--- config.mk ---
export PLATFORM = sky130hd
export DESIGN_NAME = vend_txn_ctrl_flat
export DESIGN_NICKNAME = d
export VERILOG_FILES = /design/src/rtl/vend_txn_ctrl_if.sv /design/src/rtl/vend_txn_ctrl.sv /design/src/flat_wrapper.sv
export SDC_FILE = /design/constraint.sdc
export NUM_CORES = 1
export LEC_CHECK = 0
export ABC_CLOCK_PERIOD_IN_PS = 5450
export BUFFER_PORTS_ARGS = -buffer_cell sky130_fd_sc_hd__buf_2
export CAP_MARGIN = 20
export CORE_AREA = 2 2 110 154
export CTS_BUF_LIST = sky130_fd_sc_hd__clkbuf_4
export DETAILED_ROUTE_END_ITERATION = 7
export DIE_AREA = 0 0 112 156
export PLACE_DENSITY = 0.5
export SLEW_MARGIN = 5
export SYNTH_ARGS = -nofsm -noshare
export SYNTH_HDL_FRONTEND = slang
export SYNTH_SLANG_ARGS = --single-unit
--- constraint.sdc ---
create_clock -name clk -period 5.45 [get_ports clk]
set_input_delay 0.2725 -clock clk [delete_from_list [all_inputs] [get_ports clk]]
set_output_delay 0.2725 -clock clk [all_outputs]
set_load 0.01 [all_outputs]
--- src/rtl/vend_txn_ctrl_if.sv ---
// -----------------------------------------------------------------------------
// vend_txn_ctrl_if
// Link between the vending transaction sequencer and the coin_return block.
//   money/price : amount tendered and amount kept (cents, 9-bit unsigned)
//   start       : one-cycle launch pulse for a change/refund operation
//   done        : coin_return has finished paying out
//   disp_*      : one pulse per coin ejected, by denomination
//   avail_*     : denomination has stock (inventory count != 0)
// Modports: master = sequencer side, slave = coin_return side.
// -----------------------------------------------------------------------------
interface vend_txn_ctrl_if;
    logic [8:0] money;
    logic [8:0] price;
    logic       start;
    logic       done;
    logic       disp_B, disp_Q, disp_D, disp_N, disp_P;
    logic       avail_B, avail_Q, avail_D, avail_N, avail_P;

    modport master (
        output money, price, start,
        output avail_B, avail_Q, avail_D, avail_N, avail_P,
        input  done,
        input  disp_B, disp_Q, disp_D, disp_N, disp_P
    );

    modport slave (
        input  money, price, start,
        input  avail_B, avail_Q, avail_D, avail_N, avail_P,
        output done,
        output disp_B, disp_Q, disp_D, disp_N, disp_P
    );
endinterface

--- src/rtl/vend_txn_ctrl.sv ---
// -----------------------------------------------------------------------------
// vend_txn_ctrl
// Vending transaction sequencer in front of coin_return. Accumulates credit
// from the coin acceptor, checks selections against a fixed price table,
// pulses a product dispense, then launches coin_return for change or refund
// and waits for it to finish. Keeps a per-denomination coin inventory that
// drives coin_return's avail_* inputs.
// Ports:
//   clk, reset          : clock (rising edge), synchronous active-high reset
//   coin_valid/type     : coin strobe, 0=B(100) 1=Q(25) 2=D(10) 3=N(5) 4=P(1)
//   sel_valid/sel_id    : product select strobe and index
//   cancel              : refund request
//   link (master)       : money/price/start/avail_* out, done/disp_* in
//   credit              : current accumulated credit
//   vend/vend_id        : product dispense pulse and index
//   coin_reject         : inserted coin returned to customer
//   err_funds           : selection rejected for insufficient credit
//   busy                : transaction in progress (VEND/CHG_START/CHG_WAIT)
//   fault               : sticky done-timeout or inventory underflow
// -----------------------------------------------------------------------------
module vend_txn_ctrl #(
    parameter logic [8:0]   PRICE0      = 9'd100,
    parameter logic [8:0]   PRICE1      = 9'd125,
    parameter logic [8:0]   PRICE2      = 9'd65,
    parameter logic [8:0]   PRICE3      = 9'd185,
    parameter logic [8:0]   MAX_CREDIT  = 9'd500,
    parameter int           CNT_W       = 6,
    parameter logic [CNT_W-1:0] INIT_CNT = CNT_W'(4),
    parameter int           TIMEOUT_CYC = 2000
) (
    input  logic                  clk,
    input  logic                  reset,
    input  logic                  coin_valid,
    input  logic [2:0]            coin_type,
    input  logic                  sel_valid,
    input  logic [1:0]            sel_id,
    input  logic                  cancel,
    vend_txn_ctrl_if.master       link,
    output logic [8:0]            credit,
    output logic                  vend,
    output logic [1:0]            vend_id,
    output logic                  coin_reject,
    output logic                  err_funds,
    output logic                  busy,
    output logic                  fault
);

    localparam int TMO_W = $clog2(TIMEOUT_CYC + 1);
    localparam logic [CNT_W-1:0] CNT_MAX = '1;
    localparam int N_DEN = 5;

    typedef enum logic [2:0] {
        IDLE      = 3'd0,
        CREDIT    = 3'd1,
        VEND      = 3'd2,
        CHG_START = 3'd3,
        CHG_WAIT  = 3'd4
    } state_t;

    state_t            state_q, state_d;
    logic [8:0]        credit_q, credit_d;
    logic [8:0]        money_q, money_d;
    logic [8:0]        price_q, price_d;
    logic              start_q, start_d;
    logic              vend_q, vend_d;
    logic [1:0]        vend_id_q, vend_id_d;
    logic              coin_reject_q, coin_reject_d;
    logic              err_funds_q, err_funds_d;
    logic              fault_q, fault_d;
    logic [TMO_W-1:0]  tmo_q, tmo_d;

    logic [CNT_W-1:0]  cnt_q [N_DEN];
    logic [CNT_W-1:0]  cnt_d [N_DEN];
    logic [N_DEN-1:0]  disp_vec;
    logic [N_DEN-1:0]  uflow;
    logic              coin_acc;

    logic [6:0]        coin_value;
    logic              coin_ok;
    logic [9:0]        coin_sum;
    logic [8:0]        sel_price;

    always_comb begin
        coin_value = 7'd0;
        unique case (coin_type)
            3'd0:    coin_value = 7'd100;
            3'd1:    coin_value = 7'd25;
            3'd2:    coin_value = 7'd10;
            3'd3:    coin_value = 7'd5;
            3'd4:    coin_value = 7'd1;
            default: coin_value = 7'd0;
        endcase
    end

    assign coin_ok  = (coin_type <= 3'd4);
    // Sum is one bit wider than credit so an overflowing coin is caught
    // by the MAX_CREDIT compare rather than wrapping.
    assign coin_sum = {1'b0, credit_q} + {3'b000, coin_value};

    always_comb begin
        sel_price = PRICE0;
        unique case (sel_id)
            2'd0: sel_price = PRICE0;
            2'd1: sel_price = PRICE1;
            2'd2: sel_price = PRICE2;
            2'd3: sel_price = PRICE3;
            default: sel_price = PRICE0;
        endcase
    end

    // Transaction FSM: next-state and registered-output computation.
    always_comb begin
        state_d       = state_q;
        credit_d      = credit_q;
        money_d       = money_q;
        price_d       = price_q;
        start_d       = 1'b0;
        vend_d        = 1'b0;
        vend_id_d     = vend_id_q;
        coin_reject_d = 1'b0;
        err_funds_d   = 1'b0;
        tmo_d         = tmo_q;
        fault_d       = fault_q | (|uflow);
        coin_acc      = 1'b0;

        unique case (state_q)
            IDLE: begin
                if (coin_valid) begin
                    if (coin_ok) begin
                        credit_d = {2'b00, coin_value};
                        coin_acc = 1'b1;
                        state_d  = CREDIT;
                    end else begin
                        coin_reject_d = 1'b1;
                    end
                end
                if (sel_valid) begin
                    err_funds_d = 1'b1;
                end
            end

            CREDIT: begin
                // Priority cancel > select > coin; a coin that loses is returned.
                if (cancel) begin
                    money_d       = credit_q;
                    price_d       = 9'd0;
                    start_d       = 1'b1;
                    state_d       = CHG_START;
                    coin_reject_d = coin_valid;
                end else if (sel_valid) begin
                    coin_reject_d = coin_valid;
                    if (credit_q >= sel_price) begin
                        money_d   = credit_q;
                        price_d   = sel_price;
                        vend_d    = 1'b1;
                        vend_id_d = sel_id;
                        state_d   = VEND;
                    end else begin
                        err_funds_d = 1'b1;
                    end
                end else if (coin_valid) begin
                    if (coin_ok && (coin_sum <= {1'b0, MAX_CREDIT})) begin
                        credit_d = coin_sum[8:0];
                        coin_acc = 1'b1;
                    end else begin
                        coin_reject_d = 1'b1;
                    end
                end
            end

            VEND: begin
                coin_reject_d = coin_valid;
                if (money_q != price_q) begin
                    start_d = 1'b1;
                    state_d = CHG_START;
                end else begin
                    credit_d = 9'd0;
                    money_d  = 9'd0;
                    price_d  = 9'd0;
                    state_d  = IDLE;
                end
            end

            CHG_START: begin
                coin_reject_d = coin_valid;
                tmo_d         = '0;
                state_d       = CHG_WAIT;
            end

            CHG_WAIT: begin
                coin_reject_d = coin_valid;
                if (link.done) begin
                    credit_d = 9'd0;
                    money_d  = 9'd0;
                    price_d  = 9'd0;
                    state_d  = IDLE;
                end else if (tmo_q == TMO_W'(TIMEOUT_CYC - 1)) begin
                    fault_d  = 1'b1;
                    credit_d = 9'd0;
                    money_d  = 9'd0;
                    price_d  = 9'd0;
                    state_d  = IDLE;
                end else begin
                    tmo_d = tmo_q + TMO_W'(1);
                end
            end

            default: state_d = IDLE;
        endcase
    end

    // Inventory: index 0=B .. 4=P, matching coin_type encoding.
    assign disp_vec = {link.disp_P, link.disp_N, link.disp_D, link.disp_Q, link.disp_B};

    generate
        for (genvar gi = 0; gi < N_DEN; gi++) begin : g_inv
            logic inc, dec;
            assign inc = coin_acc && (coin_type == 3'(gi));
            assign dec = disp_vec[gi];
            // Simultaneous coin-in and coin-out of one denomination cancel.
            assign uflow[gi] = dec && !inc && (cnt_q[gi] == '0);
            assign cnt_d[gi] = (inc && !dec && (cnt_q[gi] != CNT_MAX)) ? cnt_q[gi] + CNT_W'(1) :
                               (dec && !inc && (cnt_q[gi] != '0))      ? cnt_q[gi] - CNT_W'(1) :
                                                                          cnt_q[gi];
        end
    endgenerate

    always_ff @(posedge clk) begin
        if (reset) begin
            state_q       <= IDLE;
            credit_q      <= 9'd0;
            money_q       <= 9'd0;
            price_q       <= 9'd0;
            start_q       <= 1'b0;
            vend_q        <= 1'b0;
            vend_id_q     <= 2'd0;
            coin_reject_q <= 1'b0;
            err_funds_q   <= 1'b0;
            fault_q       <= 1'b0;
            tmo_q         <= '0;
            for (int i = 0; i < N_DEN; i++) begin
                cnt_q[i] <= INIT_CNT;
            end
        end else begin
            state_q       <= state_d;
            credit_q      <= credit_d;
            money_q       <= money_d;
            price_q       <= price_d;
            start_q       <= start_d;
            vend_q        <= vend_d;
            vend_id_q     <= vend_id_d;
            coin_reject_q <= coin_reject_d;
            err_funds_q   <= err_funds_d;
            fault_q       <= fault_d;
            tmo_q         <= tmo_d;
            for (int i = 0; i < N_DEN; i++) begin
                cnt_q[i] <= cnt_d[i];
            end
        end
    end

    assign link.money   = money_q;
    assign link.price   = price_q;
    assign link.start   = start_q;
    // avail_* come straight from registered counts, so they are stable
    // throughout the start pulse.
    assign link.avail_B = (cnt_q[0] != '0);
    assign link.avail_Q = (cnt_q[1] != '0);
    assign link.avail_D = (cnt_q[2] != '0);
    assign link.avail_N = (cnt_q[3] != '0);
    assign link.avail_P = (cnt_q[4] != '0);

    assign credit      = credit_q;
    assign vend        = vend_q;
    assign vend_id     = vend_id_q;
    assign coin_reject = coin_reject_q;
    assign err_funds   = err_funds_q;
    assign fault       = fault_q;
    assign busy        = (state_q == VEND) || (state_q == CHG_START) || (state_q == CHG_WAIT);

endmodule

--- src/flat_wrapper.sv ---
// flat-port wrapper written by rule: the top's interface ports become plain ports
module vend_txn_ctrl_flat 
#(
    parameter logic [8:0]   PRICE0      = 9'd100,
    parameter logic [8:0]   PRICE1      = 9'd125,
    parameter logic [8:0]   PRICE2      = 9'd65,
    parameter logic [8:0]   PRICE3      = 9'd185,
    parameter logic [8:0]   MAX_CREDIT  = 9'd500,
    parameter int           CNT_W       = 6,
    parameter logic [CNT_W-1:0] INIT_CNT = CNT_W'(4),
    parameter int           TIMEOUT_CYC = 2000
)
  (clk, reset, coin_valid, coin_type, sel_valid, sel_id, cancel, credit, vend, vend_id, coin_reject, err_funds, busy, fault, link_money, link_price, link_start, link_avail_B, link_avail_Q, link_avail_D, link_avail_N, link_avail_P, link_done, link_disp_B, link_disp_Q, link_disp_D, link_disp_N, link_disp_P);
  vend_txn_ctrl_if link_i ();
  input  logic clk;
  input  logic reset;
  input  logic coin_valid;
  input  logic [2:0] coin_type;
  input  logic sel_valid;
  input  logic [1:0] sel_id;
  input  logic cancel;
  output logic [8:0] credit;
  output logic vend;
  output logic [1:0] vend_id;
  output logic coin_reject;
  output logic err_funds;
  output logic busy;
  output logic fault;
  output wire logic [$bits(link_i.money)-1:0] link_money;
  output wire logic [$bits(link_i.price)-1:0] link_price;
  output wire logic [$bits(link_i.start)-1:0] link_start;
  output wire logic [$bits(link_i.avail_B)-1:0] link_avail_B;
  output wire logic [$bits(link_i.avail_Q)-1:0] link_avail_Q;
  output wire logic [$bits(link_i.avail_D)-1:0] link_avail_D;
  output wire logic [$bits(link_i.avail_N)-1:0] link_avail_N;
  output wire logic [$bits(link_i.avail_P)-1:0] link_avail_P;
  input wire logic [$bits(link_i.done)-1:0] link_done;
  input wire logic [$bits(link_i.disp_B)-1:0] link_disp_B;
  input wire logic [$bits(link_i.disp_Q)-1:0] link_disp_Q;
  input wire logic [$bits(link_i.disp_D)-1:0] link_disp_D;
  input wire logic [$bits(link_i.disp_N)-1:0] link_disp_N;
  input wire logic [$bits(link_i.disp_P)-1:0] link_disp_P;
  assign link_money = link_i.money;
  assign link_price = link_i.price;
  assign link_start = link_i.start;
  assign link_avail_B = link_i.avail_B;
  assign link_avail_Q = link_i.avail_Q;
  assign link_avail_D = link_i.avail_D;
  assign link_avail_N = link_i.avail_N;
  assign link_avail_P = link_i.avail_P;
  assign link_i.done = link_done;
  assign link_i.disp_B = link_disp_B;
  assign link_i.disp_Q = link_disp_Q;
  assign link_i.disp_D = link_disp_D;
  assign link_i.disp_N = link_disp_N;
  assign link_i.disp_P = link_disp_P;
  vend_txn_ctrl #(.PRICE0(PRICE0), .PRICE1(PRICE1), .PRICE2(PRICE2), .PRICE3(PRICE3), .MAX_CREDIT(MAX_CREDIT), .CNT_W(CNT_W), .INIT_CNT(INIT_CNT), .TIMEOUT_CYC(TIMEOUT_CYC)) u_core (.clk(clk), .reset(reset), .coin_valid(coin_valid), .coin_type(coin_type), .sel_valid(sel_valid), .sel_id(sel_id), .cancel(cancel), .link(link_i), .credit(credit), .vend(vend), .vend_id(vend_id), .coin_reject(coin_reject), .err_funds(err_funds), .busy(busy), .fault(fault));
endmodule
-- Word-level counts from Yosys, hierarchy flattened
Memories as Yosys holds them, arrays and structs flattened.
Cells that the tools add are included.
- bits in registers: 48
- memory bits (writable): 30
- input bits: 16
- output and inout bits: 40
- logic and storage cells: 209
- memories: 1
- add/subtract/negate cells: 12
- magnitude comparators: 3
- eq/ne operators: 30
- mux-type cells: 76
- bitwise operators: 9
- reductions and logical operators: 67
- memories (memory ; words ; width ; rd ports ; clocked after memory_dff ; write ports ; RTL line ; RTL):
    u_core.cnt_q ; 5 ; 6 ; 5 ; 0 ; 5 ; vend_txn_ctrl.sv:72 ; logic [CNT_W-1:0] cnt_q [N_DEN];
- operators by type and width (cell ; count):
    $mux 9 ; 15
    $mux 6 ; 15
    $pmux 9 s4 ; 2
    $pmux 9 s3 ; 2
    $pmux 7 s5 ; 1
    $logic_and 1x1->1 ; 31
    $add 6x1->6 const B ; 5
    $logic_not 6->1 ; 5
    $ne 6x6->1 const B ; 5
    $reduce_bool 6->1 ; 5
    $sub 6x1->6 const B ; 5
    $mux 1 ; 25
    $mux 11 ; 2
    $pmux 11 s2 ; 1
    $mux 3 ; 7
    $pmux 3 s5 ; 1
    $ne 2x2->1 const B ; 7
    $eq 3x2->1 const B ; 4
    $add 11x1->11 const B ; 1
    $eq 11x11->1 const B ; 1
    $add 9x7->10 ; 1
    $le 10x9->1 const B ; 1
    $logic_not 1->1 ; 10
    $reduce_and 5->1 ; 2
    other kinds (27) ; 43

-- Depth between registers and ports, before layout
Gate-level depths: netlist (run 1).
- word-level depth: 19
- gate-level depth with buffers: 20
- mapped depth without buffers: 20

-- Least setup slack after synthesis (run 1)
OpenSTA, ideal clock, no wires.
- path type: input to register
- from: input coin_type[2]
- to: memory u_core.cnt_q[1][5] (netlist: u_core.cnt_q[0][11])
- setup time: 0.123 ns
- arrival: 4.431 ns
- data required time: 5.327 ns
- slack: 0.896 ns
- stages: 20
- buffers on the path: 1
- path through: inv_1 and3_1 or2_2 ha_1 buf_2 a21o_1 a21o_1 nor3_1 nor4b_4 a211oi_4 o21ai_2 nand2b_1 ha_1 a21o_1 a21o_1 a21o_1 a21oi_1 nand2_1 mux2_2 mux2_1
- RTL lines (what ; RTL line ; RTL):
    start, declared ; flat_wrapper.sv:18 ; input logic [2:0] coin_type;
    end, declared ; vend_txn_ctrl.sv:72 ;

==> results of run 1 <==
registers in the layout (all words and copies together), names as in the netlist:
| register | cells |
|---|---|
| u_core.tmo_q | 11 |
| u_core.link.price | 6 |
| u_core.link.start | 1 |
| u_core.credit | 9 |
| u_core.fault | 1 |
| u_core.state_q | 3 |
| u_core.link.money | 9 |
| u_core.coin_reject | 1 |
| u_core.cnt_q | 30 |
| u_core.vend | 1 |
| u_core.vend_id | 2 |
| u_core.err_funds | 1 |
worst reg2reg max path, cell delays in order, from the launching register on:
cell       delay [ns]
dfxtp_1          0.38
ha_1             0.26
fa_1             0.43
a211oi_1         0.38
o21bai_1         0.13
a21oi_1          0.19
xnor2_1          0.21
a211oi_4         0.48
o2111ai_4        0.19
nand2b_1         0.32
ha_1             0.33
a21o_1           0.18
a21o_1           0.19
a21o_1           0.18
a21oi_1          0.18
nand2_1          0.08
mux2i_1          0.18
mux2_1           0.33
worst max-delay path by stage:
| stage | start | end | slack (ns) |
|---|---|---|---|
| 2_1_floorplan | coin_type[2] | u_core.cnt_q[0][11] | 0.90 |
| 3_3_place_gp | coin_type[1] | u_core.cnt_q[0][11] | 0.43 |
| 3_5_place_dp | coin_type[1] | u_core.cnt_q[0][23] | 0.27 |
| 4_1_cts | u_core.credit[0] | u_core.cnt_q[0][23] | 0.72 |
| 5_1_grt | u_core.credit[0] | u_core.cnt_q[0][23] | 0.36 |
| 6_report | u_core.credit[0] | u_core.cnt_q[0][23] | 0.71 |
metrics by stage:
| stage | hold WS, ns | power, W | util, % | cell area [µm²] |
|---|---|---|---|---|
| 3_3_place_gp | 0.457 | 0.00148 | 35.2 | 5670 |
| 5_1_grt | 0.0471 | 0.00205 | 36.2 | 5830 |
| 2_1_floorplan | 0.389 | 0.00132 | - | 5230 |
| 6_report | 0.0694 | 0.00189 | 36.2 | 5830 |
| 3_5_place_dp | 0.466 | 0.00150 | 35.2 | 5670 |
| 4_1_cts | 0.0300 | 0.00192 | 36.2 | 5830 |
report_power, final:
part	switching (W)	leakage, nW	internal, W
Combinational	0.000379	1.85	0.000365
Sequential	0.000104	0.612	0.000635
Clock	0.000220	0.0846	0.000192
Total	0.000702	2.55	0.00119
routing by layer:
metal	GRT usage (%)	vias up	wire length (µm)
li1	-	2292	-
met1	18.5	2137	5820
met2	26.6	89	6300
met3	2.87	22	566
met4	7.14	0	329
met5	0	-	0
final cells by class:
cell class	count	area share (%)
diodes	1	0.0429
well taps	199	4.27
repair buffers	58	5.19
clock buffers	10	1.29
inverters	18	1.16
flip-flops and latches	75	25.7
multi-input cells	503	60.8
clock inverters	6	1.52
cells in the mapped netlist, drive strengths merged, types with 2 or more instances:
master,number
nor2,77
dfxtp,75
nand2,57
a21oi,47
ha,36
mux2i,28
a21o,26
clkbuf,21
o21ai,20
xnor2,19
inv,18
mux2,18
nor2b,16
nand2b,15
nor3,15
xor2,13
a31oi,9
and3,9
or3,9
or3b,9
nand3,8
nand4,8
nor4,8
buf,6
fa,6
a211oi,5
and2,5
and4,4
nor3b,4
a2111oi,3
a311oi,3
o21bai,3
or2,3
a211o,2
o311a,2
logic make-up after synthesis:
| logic type | share of synthesized area (%) |
|---|---|
| AOI/OAI and AO/OA | 17.2 |
| xor gates and xnor gates | 5.36 |
| adders and majority gates | 10.9 |
| buffers and inverters | 3.56 |
| DFF | 28.7 |
| muxes | 10.0 |
| other | 0.0717 |
| and+or+nand+nor | 24.2 |
==> results.tsv, run 1 <==
metric	value	unit
status	complete, no violations	
Initial Utilization	32.5	%
min-delay src	coin_valid	
total negative setup slack	0	ns
vias in the first global route	4440	
Mean Syn Cell Area	8.41	µm²
CP max FO	5	
WL/cell	15.0	µm
initial antenna violation count	1	
Layout area overhead	11.5	%
fin crit period	4.74	ns
hold path endpoint	u_core.coin_reject	
# rows	55	
worst min-delay path class	primary input to flip-flop	
I/O pins	56	
post-CTS sizing	0	
Seq/Total Area, Yosys	28.7	%
core area	0.0161	mm²
Worst-Margin Slew	1.07	ns
Seq cells post-synth	75	
RSZ-0062 raised after global routing	false	
Critical Path Source Type	flip-flop	
WS Path Type	flip-flop to flip-flop	
Max Fclk	0.211	GHz
Final Max Slew Viols	0	
final hold viol count	0	
Slew headroom	28.2	%
Crit path largest cell delay	0.48	ns
arrival time worst endpoint	5.10	ns
Top delay family on crit path	compound AO/OA/AOI/OAI gates	
PortBufs	53	
EDFF count, synth	0	
All-Layer GR Usage	15.4	%
post-route clock period utilization	87.0	%
drt via density	5.22	
Root Buffer	clkbuf_4	
final worst slack	0.710	ns
GRT overflow	0	
Most common cell on crit path	a21o_1	
DRC viols	0	
routed wire length	13000	µm
commonest non-fill, non-tap cell in the layout	nor2_1	
GPL Wtd Cong	0.818	
hold path cells	3	
clock slew at reported path FFs	0.14	ns
share of cells above drive strength 1	16.7	%
Netlist cell types	65	
leakage	2.55	nW
DR pass1 iterations	4	
Area contributors post-synth	dfxtp_1, ha_1, nor2_1	
clk buf depth	2	
largest net degree at the start of global routing	77	
dpl hpwl	9770	µm
final setup fails	0	
Routed Antenna Nets	0	
Worst VDD drop	168	µV
setup skew after layout	0.0174	ns
Post-CTS Setup Repair Bufs	0	
most frequent cells in the layout	nor2_1, dfxtp_1, nand2_1, buf_2, a21oi_1	
Final Net Count	723	
DIE AREA	0.0175	mm²
RR Startpoint	u_core.credit[0]	
slowest CP cell	a211oi_4	
CTS tree	done	
R2R cell count	17	
first-pass GRT wire length	21800	µm
Most used DFF post-synth	dfxtp_1	
FF-to-FF setup slack	0.71	ns
synth warn	0	
PD cells	325	mW/mm²
# Max-Cap Violations	0	
Critical Path Stages	17	
fillers	1730	
Die H	156	µm
# hold bufs at CTS	0	
worst-path cell chain	ha_1 > fa_1 > a211oi_1 > o21bai_1 > a21oi_1 > xnor2_1 > a211oi_4 > o2111ai_4 > nand2b_1 > ha_1 > a21o_1 > a21o_1 > a21o_1 > a21oi_1 > nand2_1 > mux2i_1 > mux2_1	
Num CTS Buffers	9	
Place WS	0.266	ns
Syn Inst Count	622	
required time of the critical path	5.81	ns
Post-Syn Area	0.00523	mm²
post-synthesis async set-or-reset flop share	0	%
H-tree depth	3	
die width	112	µm
crit end category	flip-flop	
top cell type's share of synthesized area	28.7	%
Via Count	4540	
post-synth top area cell	dfxtp_1	
Reg-to-Reg End	u_core.cnt_q[0][23]	
area occupied by multi-input gates	0.00355	mm²
FF/Latch Area	0.00150	mm²
Post-Layout Cell Count	870	
worst skew pair latency	0.47	ns
Sink Count	75	
initial DRC count	154	
dpl cells	853	
CP Buf/Inv Count	0	
No activity file was read; power rests on OpenSTA's default activity.
==> run 2: changes to the inputs <==
--- a/config.mk
+++ b/config.mk
@@ -6,7 +6,7 @@
 export NUM_CORES = 1
 export LEC_CHECK = 0
 export ABC_CLOCK_PERIOD_IN_PS = 5450
-export BUFFER_PORTS_ARGS = -buffer_cell sky130_fd_sc_hd__buf_2
+export BUFFER_PORTS_ARGS = -buffer_cell sky130_fd_sc_hd__buf_4
 export CAP_MARGIN = 20
 export CORE_AREA = 2 2 110 154
 export CTS_BUF_LIST = sky130_fd_sc_hd__clkbuf_4
==> results.tsv, run 2 (synthesis gave the netlist of run 1 again) <==
metric	value	unit
final setup fails	0	
hold_ws	0.0782	ns
Post-CTS Setup Repair Bufs	0	
leakage	2.55	nW
post-route clock period utilization	88.1	%
DR pass1 iterations	4	
largest net degree at the start of global routing	77	
GRT overflow	0	
die width	112	µm
final core occ	36.8	%
Biggest register	u_core.cnt_q	
arrival time worst endpoint	5.17	ns
commonest non-fill, non-tap cell in the layout	nor2_1	
most frequent cells in the layout	nor2_1, dfxtp_1, nand2_1, buf_4, a21oi_1	
DIE AREA	0.0175	mm²
Reg-to-Reg End	u_core.cnt_q[0][11]	
Most common cell on crit path	a21o_1	
GPL Wtd Cong	0.852	
placed cell area	0.00579	mm²
FF/Latch Area	0.00150	mm²
WS Path Type	flip-flop to flip-flop	
leading registers by flop count	u_core.cnt_q (30), u_core.tmo_q (11)	
PD cells	311	mW/mm²
CP Buf/Inv Count	0	
core area	0.0161	mm²
Die H	156	µm
Critical Path Stages	17	
status	complete, no violations	
dpl hpwl	9990	µm
initial DRC count	195	
initial antenna violation count	1	
share of cells above drive strength 1	16.7	%
required time of the critical path	5.82	ns
Top delay family on crit path	compound AO/OA/AOI/OAI gates	
CP endpoint	u_core.cnt_q[0][11]	
setup skew after layout	0.0162	ns
crit end category	flip-flop	
Slew headroom	33.5	%
I/O pins	56	
Num CTS Buffers	9	
area occupied by multi-input gates	0.00355	mm²
Max Fclk	0.208	GHz
fillers	1738	
Final Max Slew Viols	0	
worst min-delay path class	primary input to flip-flop	
WL/cell	15.2	µm
CP max FO	5	
Worst-Margin Slew	0.990	ns
Crit path largest cell delay	0.43	ns
RSZ-0062 raised after global routing	false	
first-pass GRT wire length	22000	µm
DRC viols	0	
Critical Path Source	u_core.credit[0]	
# Max-Cap Violations	0	
R2R cell count	17	
Routed Antenna Nets	0	
RR Startpoint	u_core.credit[0]	
Critical Path Source Type	flip-flop	
final hold viol count	0	
worst skew pair latency	0.46	ns
slowest CP cell	fa_1	
fin crit period	4.80	ns
Via Count	4559	
Layout area overhead	13.2	%
PortBufs	53	
routed wire length	13200	µm
All-Layer GR Usage	15.5	%
FF-to-FF setup slack	0.65	ns
Root Buffer	clkbuf_4	
Worst VDD drop	150	µV
Sink Count	75	
Initial Utilization	32.5	%
drt via density	5.25	
max reg flops	30	
H-tree depth	3	
# hold bufs at CTS	0	
total negative setup slack	0	ns
vias in the first global route	4485	
clk buf depth	2	
worst-path cell chain	ha_1 > fa_1 > a211oi_1 > nor2_1 > a2111oi_2 > nor4b_4 > a211oi_4 > o21ai_2 > nand2b_1 > ha_1 > a21o_1 > a21o_1 > a21o_1 > a21oi_1 > nand2_1 > mux2_2 > mux2_1	
clock slew at reported path FFs	0.15	ns
post-route cell area	0.00592	mm²
# rows	55	
post-CTS sizing	0	
Final Net Count	722	
CTS tree	done	
-- run 2: cell types whose count changed in the layout (fill, tap and decap cells not counted), sizes merged --
cell and change:
buf -1, bufinv -2, clkbuf -1, inv +3
-- run 2: worst register-to-register path: stages, from the launching register on --
cell and delay [ns]:
dfxtp_1 0.38, ha_1 0.26, fa_1 0.43, a211oi_1 0.38, nor2_1 0.16, a2111oi_2 0.35
nor4b_4 0.42, a211oi_4 0.17, o21ai_2 0.28, nand2b_1 0.28, ha_1 0.28, a21o_1 0.18
a21o_1 0.19, a21o_1 0.18, a21oi_1 0.17, nand2_1 0.07, mux2_2 0.26, mux2_1 0.30
-- run 2: worst min path at each step --
stage | depth (start not counted) | slack, ns | end | startpoint
floorplan | 2 | 0.39 | u_core.coin_reject | coin_valid
global placement | 2 | 0.45 | u_core.link.money[1] | u_core.link.money[1]
detailed placement | 2 | 0.46 | u_core.link.money[1] | u_core.link.money[1]
CTS | 3 | 0.04 | u_core.fault | link_disp_D
global route | 3 | 0.05 | u_core.coin_reject | coin_valid
finish | 3 | 0.08 | u_core.fault | link_disp_D
-- run 2: power by group --
group	internal (W)	switching, W	total, W
Combinational	0.000382	0.000382	0.000764
Sequential	0.000635	0.000104	0.000739
Clock	0.000102	0.000238	0.000340
Total	0.00112	0.000724	0.00184
-- run 2: routing by layer --
layer / up-vias / track usage, % / part of all wire (%)
met4: 0 / 5.63 / 1.6
met5: - / 0 / 0
met3: 16 / 2.87 / 4.1
li1: 2293 / - / -
met1: 2149 / 18.8 / 45
met2: 101 / 27.2 / 49
-- run 2: area by class of cell --
class | instances | area share, %
flip-flops and latches | 75 | 25.4
clock inverters | 7 | 0.993
clock buffers | 9 | 1.14
inverters | 18 | 1.14
multi-input cells | 503 | 59.9
diodes | 1 | 0.0423
repair buffers | 57 | 7.23
well taps | 199 | 4.21
-- run 2: per-stage QoR --
step                      std cells  power, W  setup WS [ns]
after global placement          852   0.00150          0.373
after global routing            869   0.00200          0.242
final                           869   0.00184          0.648
after CTS                       868   0.00187          0.700
after detailed placement        852   0.00152          0.279
after floorplan                 623   0.00132          0.896
==> run 3: changes to the inputs <==
--- a/config.mk
+++ b/config.mk
@@ -13,6 +13,7 @@
 export DETAILED_ROUTE_END_ITERATION = 7
 export DIE_AREA = 0 0 112 156
 export PLACE_DENSITY = 0.5
+export REMOVE_ABC_BUFFERS = 1
 export SLEW_MARGIN = 5
 export SYNTH_ARGS = -nofsm -noshare
 export SYNTH_HDL_FRONTEND = slang
==> results.tsv, run 3 (synthesis gave the netlist of run 1 again) <==
metric	value	unit
status	complete, no violations	
Worst VDD drop	142	µV
All-Layer GR Usage	15.5	%
Final Max Slew Viols	0	
final setup fails	0	
# rows	55	
FF/Latch Area	0.00150	mm²
clk buf depth	2	
RSZ-0062 raised after global routing	false	
GPL Wtd Cong	0.822	
arrival time worst endpoint	5.09	ns
Worst-Margin Slew	0.985	ns
CP max FO	7	
Crit path largest cell delay	0.46	ns
R2R cell count	17	
hold path cells	3	
fillers	1690	
Die H	156	µm
WL/cell	15.0	µm
worst skew pair latency	0.45	ns
PD cells	319	mW/mm²
dpl cells	853	
vias in the first global route	4490	
final hold viol count	0	
DR pass1 iterations	5	
share of cells above drive strength 1	16.6	%
area occupied by multi-input gates	0.00355	mm²
WS Path Type	primary input to flip-flop	
Critical Path Stages	21	
# hold bufs at CTS	0	
first-pass GRT wire length	22000	µm
initial antenna violation count	1	
setup skew after layout	0.0127	ns
Slew headroom	33.9	%
initial DRC count	186	
worst-path cell chain	buf_4 > nor2_1 > nand2_1 > o21ai_0 > ha_1 > fa_1 > nor2_1 > o32ai_1 > nor3_1 > nor4b_4 > a211oi_4 > o21ai_2 > nand2b_1 > ha_1 > a21o_1 > a21o_1 > a21o_1 > a21oi_1 > nand2_1 > mux2_2 > mux2_1	
Critical Path Source Type	primary input	
DIE AREA	0.0175	mm²
GRT overflow	0	
Final Net Count	723	
post-CTS sizing	0	
I/O pins	56	
largest net degree at the start of global routing	41	
crit end category	flip-flop	
Post-CTS Setup Repair Bufs	0	
clock slew at reported path FFs	0.13	ns
leading registers by flop count	u_core.cnt_q (30), u_core.tmo_q (11)	
Initial Utilization	32.5	%
required time of the critical path	5.79	ns
commonest non-fill, non-tap cell in the layout	nor2_1	
PortBufs	53	
max reg flops	30	
fin crit period	4.76	ns
drt via density	5.22	
Post-Layout Cell Count	870	
routed wire length	13100	µm
die width	112	µm
Via Count	4540	
leakage	2.57	nW
post-route clock period utilization	87.3	%
Root Buffer	clkbuf_4	
total negative setup slack	0	ns
Most common cell on crit path	a21o_1	
DRC viols	0	
H-tree depth	3	
Num CTS Buffers	9	
dpl hpwl	10000	µm
Layout area overhead	14.0	%
CP Buf/Inv Count	1	
# Max-Cap Violations	0	
CTS tree	done	
most frequent cells in the layout	nor2_1, dfxtp_1, buf_4, nand2_1, a21oi_1	
Biggest register	u_core.cnt_q	
core area	0.0161	mm²
Routed Antenna Nets	0	
slowest CP cell	a211oi_4	
worst min-delay path class	primary input to flip-flop	
Max Fclk	0.210	GHz
Top delay family on crit path	compound AO/OA/AOI/OAI gates	
Sink Count	75	
[run 3: cell types whose count changed in the layout (fill, tap and decap cells not counted), sizes merged]
cell	previous run	this run
buf	57	58
clkinv	2	4
bufinv	0	2
inv	22	18
[run 3: through the flow]
stage	hold WS [ns]	cell area [µm²]	power (W)	setup slack, ns	utilization (%)
global placement	0.465	5800	0.00150	0.371	36.0
finish	0.0836	5960	0.00190	0.693	37.0
floorplan	0.342	5110	0.00131	0.921	-
global route	0.0505	5960	0.00207	0.449	37.0
detailed placement	0.470	5800	0.00152	0.299	36.0
CTS	0.0521	5960	0.00193	0.767	37.0
[run 3: path summary, 6_finish.rpt]
path                                      startpoint                    to  slack [ns]
worst max-delay path                    coin_type[1]   u_core.cnt_q[0][11]        0.69
worst min-delay path                      coin_valid    u_core.coin_reject        0.08
worst min register to register  u_core.link.money[1]  u_core.link.money[1]        0.49
worst max register to register      u_core.credit[0]   u_core.cnt_q[0][11]        0.80
[run 3: layout make-up]
class                   instances  area share [%]
multi-input cells             503            59.5
clock buffers                   9            1.13
repair buffers                 58            7.30
well taps                     199            4.18
diodes                          1          0.0420
clock inverters                 7            1.55
flip-flops and latches         75            25.2
inverters                      18            1.13
[run 3: routing by layer]
metal | vias up | GRT usage, % | share of wire [%]
met2 | 94 | 26.4 | 48
met3 | 26 | 3.15 | 3.8
met1 | 2131 | 18.8 | 45
met4 | 0 | 6.91 | 2.8
li1 | 2289 | - | -
met5 | - | 0 | 0
[run 3: power by group]
group	total [W]	internal, W	switching [W]
combinational	0.000761	0.000382	0.000379
sequential	0.000740	0.000635	0.000105
clock	0.000401	0.000184	0.000217
total	0.00190	0.00120	0.000701
[run 3: worst register-to-register path, delay by kind of cell (launching register included)]
family / cells / cell delay (ns)
adders and majority gates: 3 / 0.97
DFF: 1 / 0.37
AOI/OAI and AO/OA: 8 / 1.75
muxes: 2 / 0.57
and+or+nand+nor: 4 / 0.86
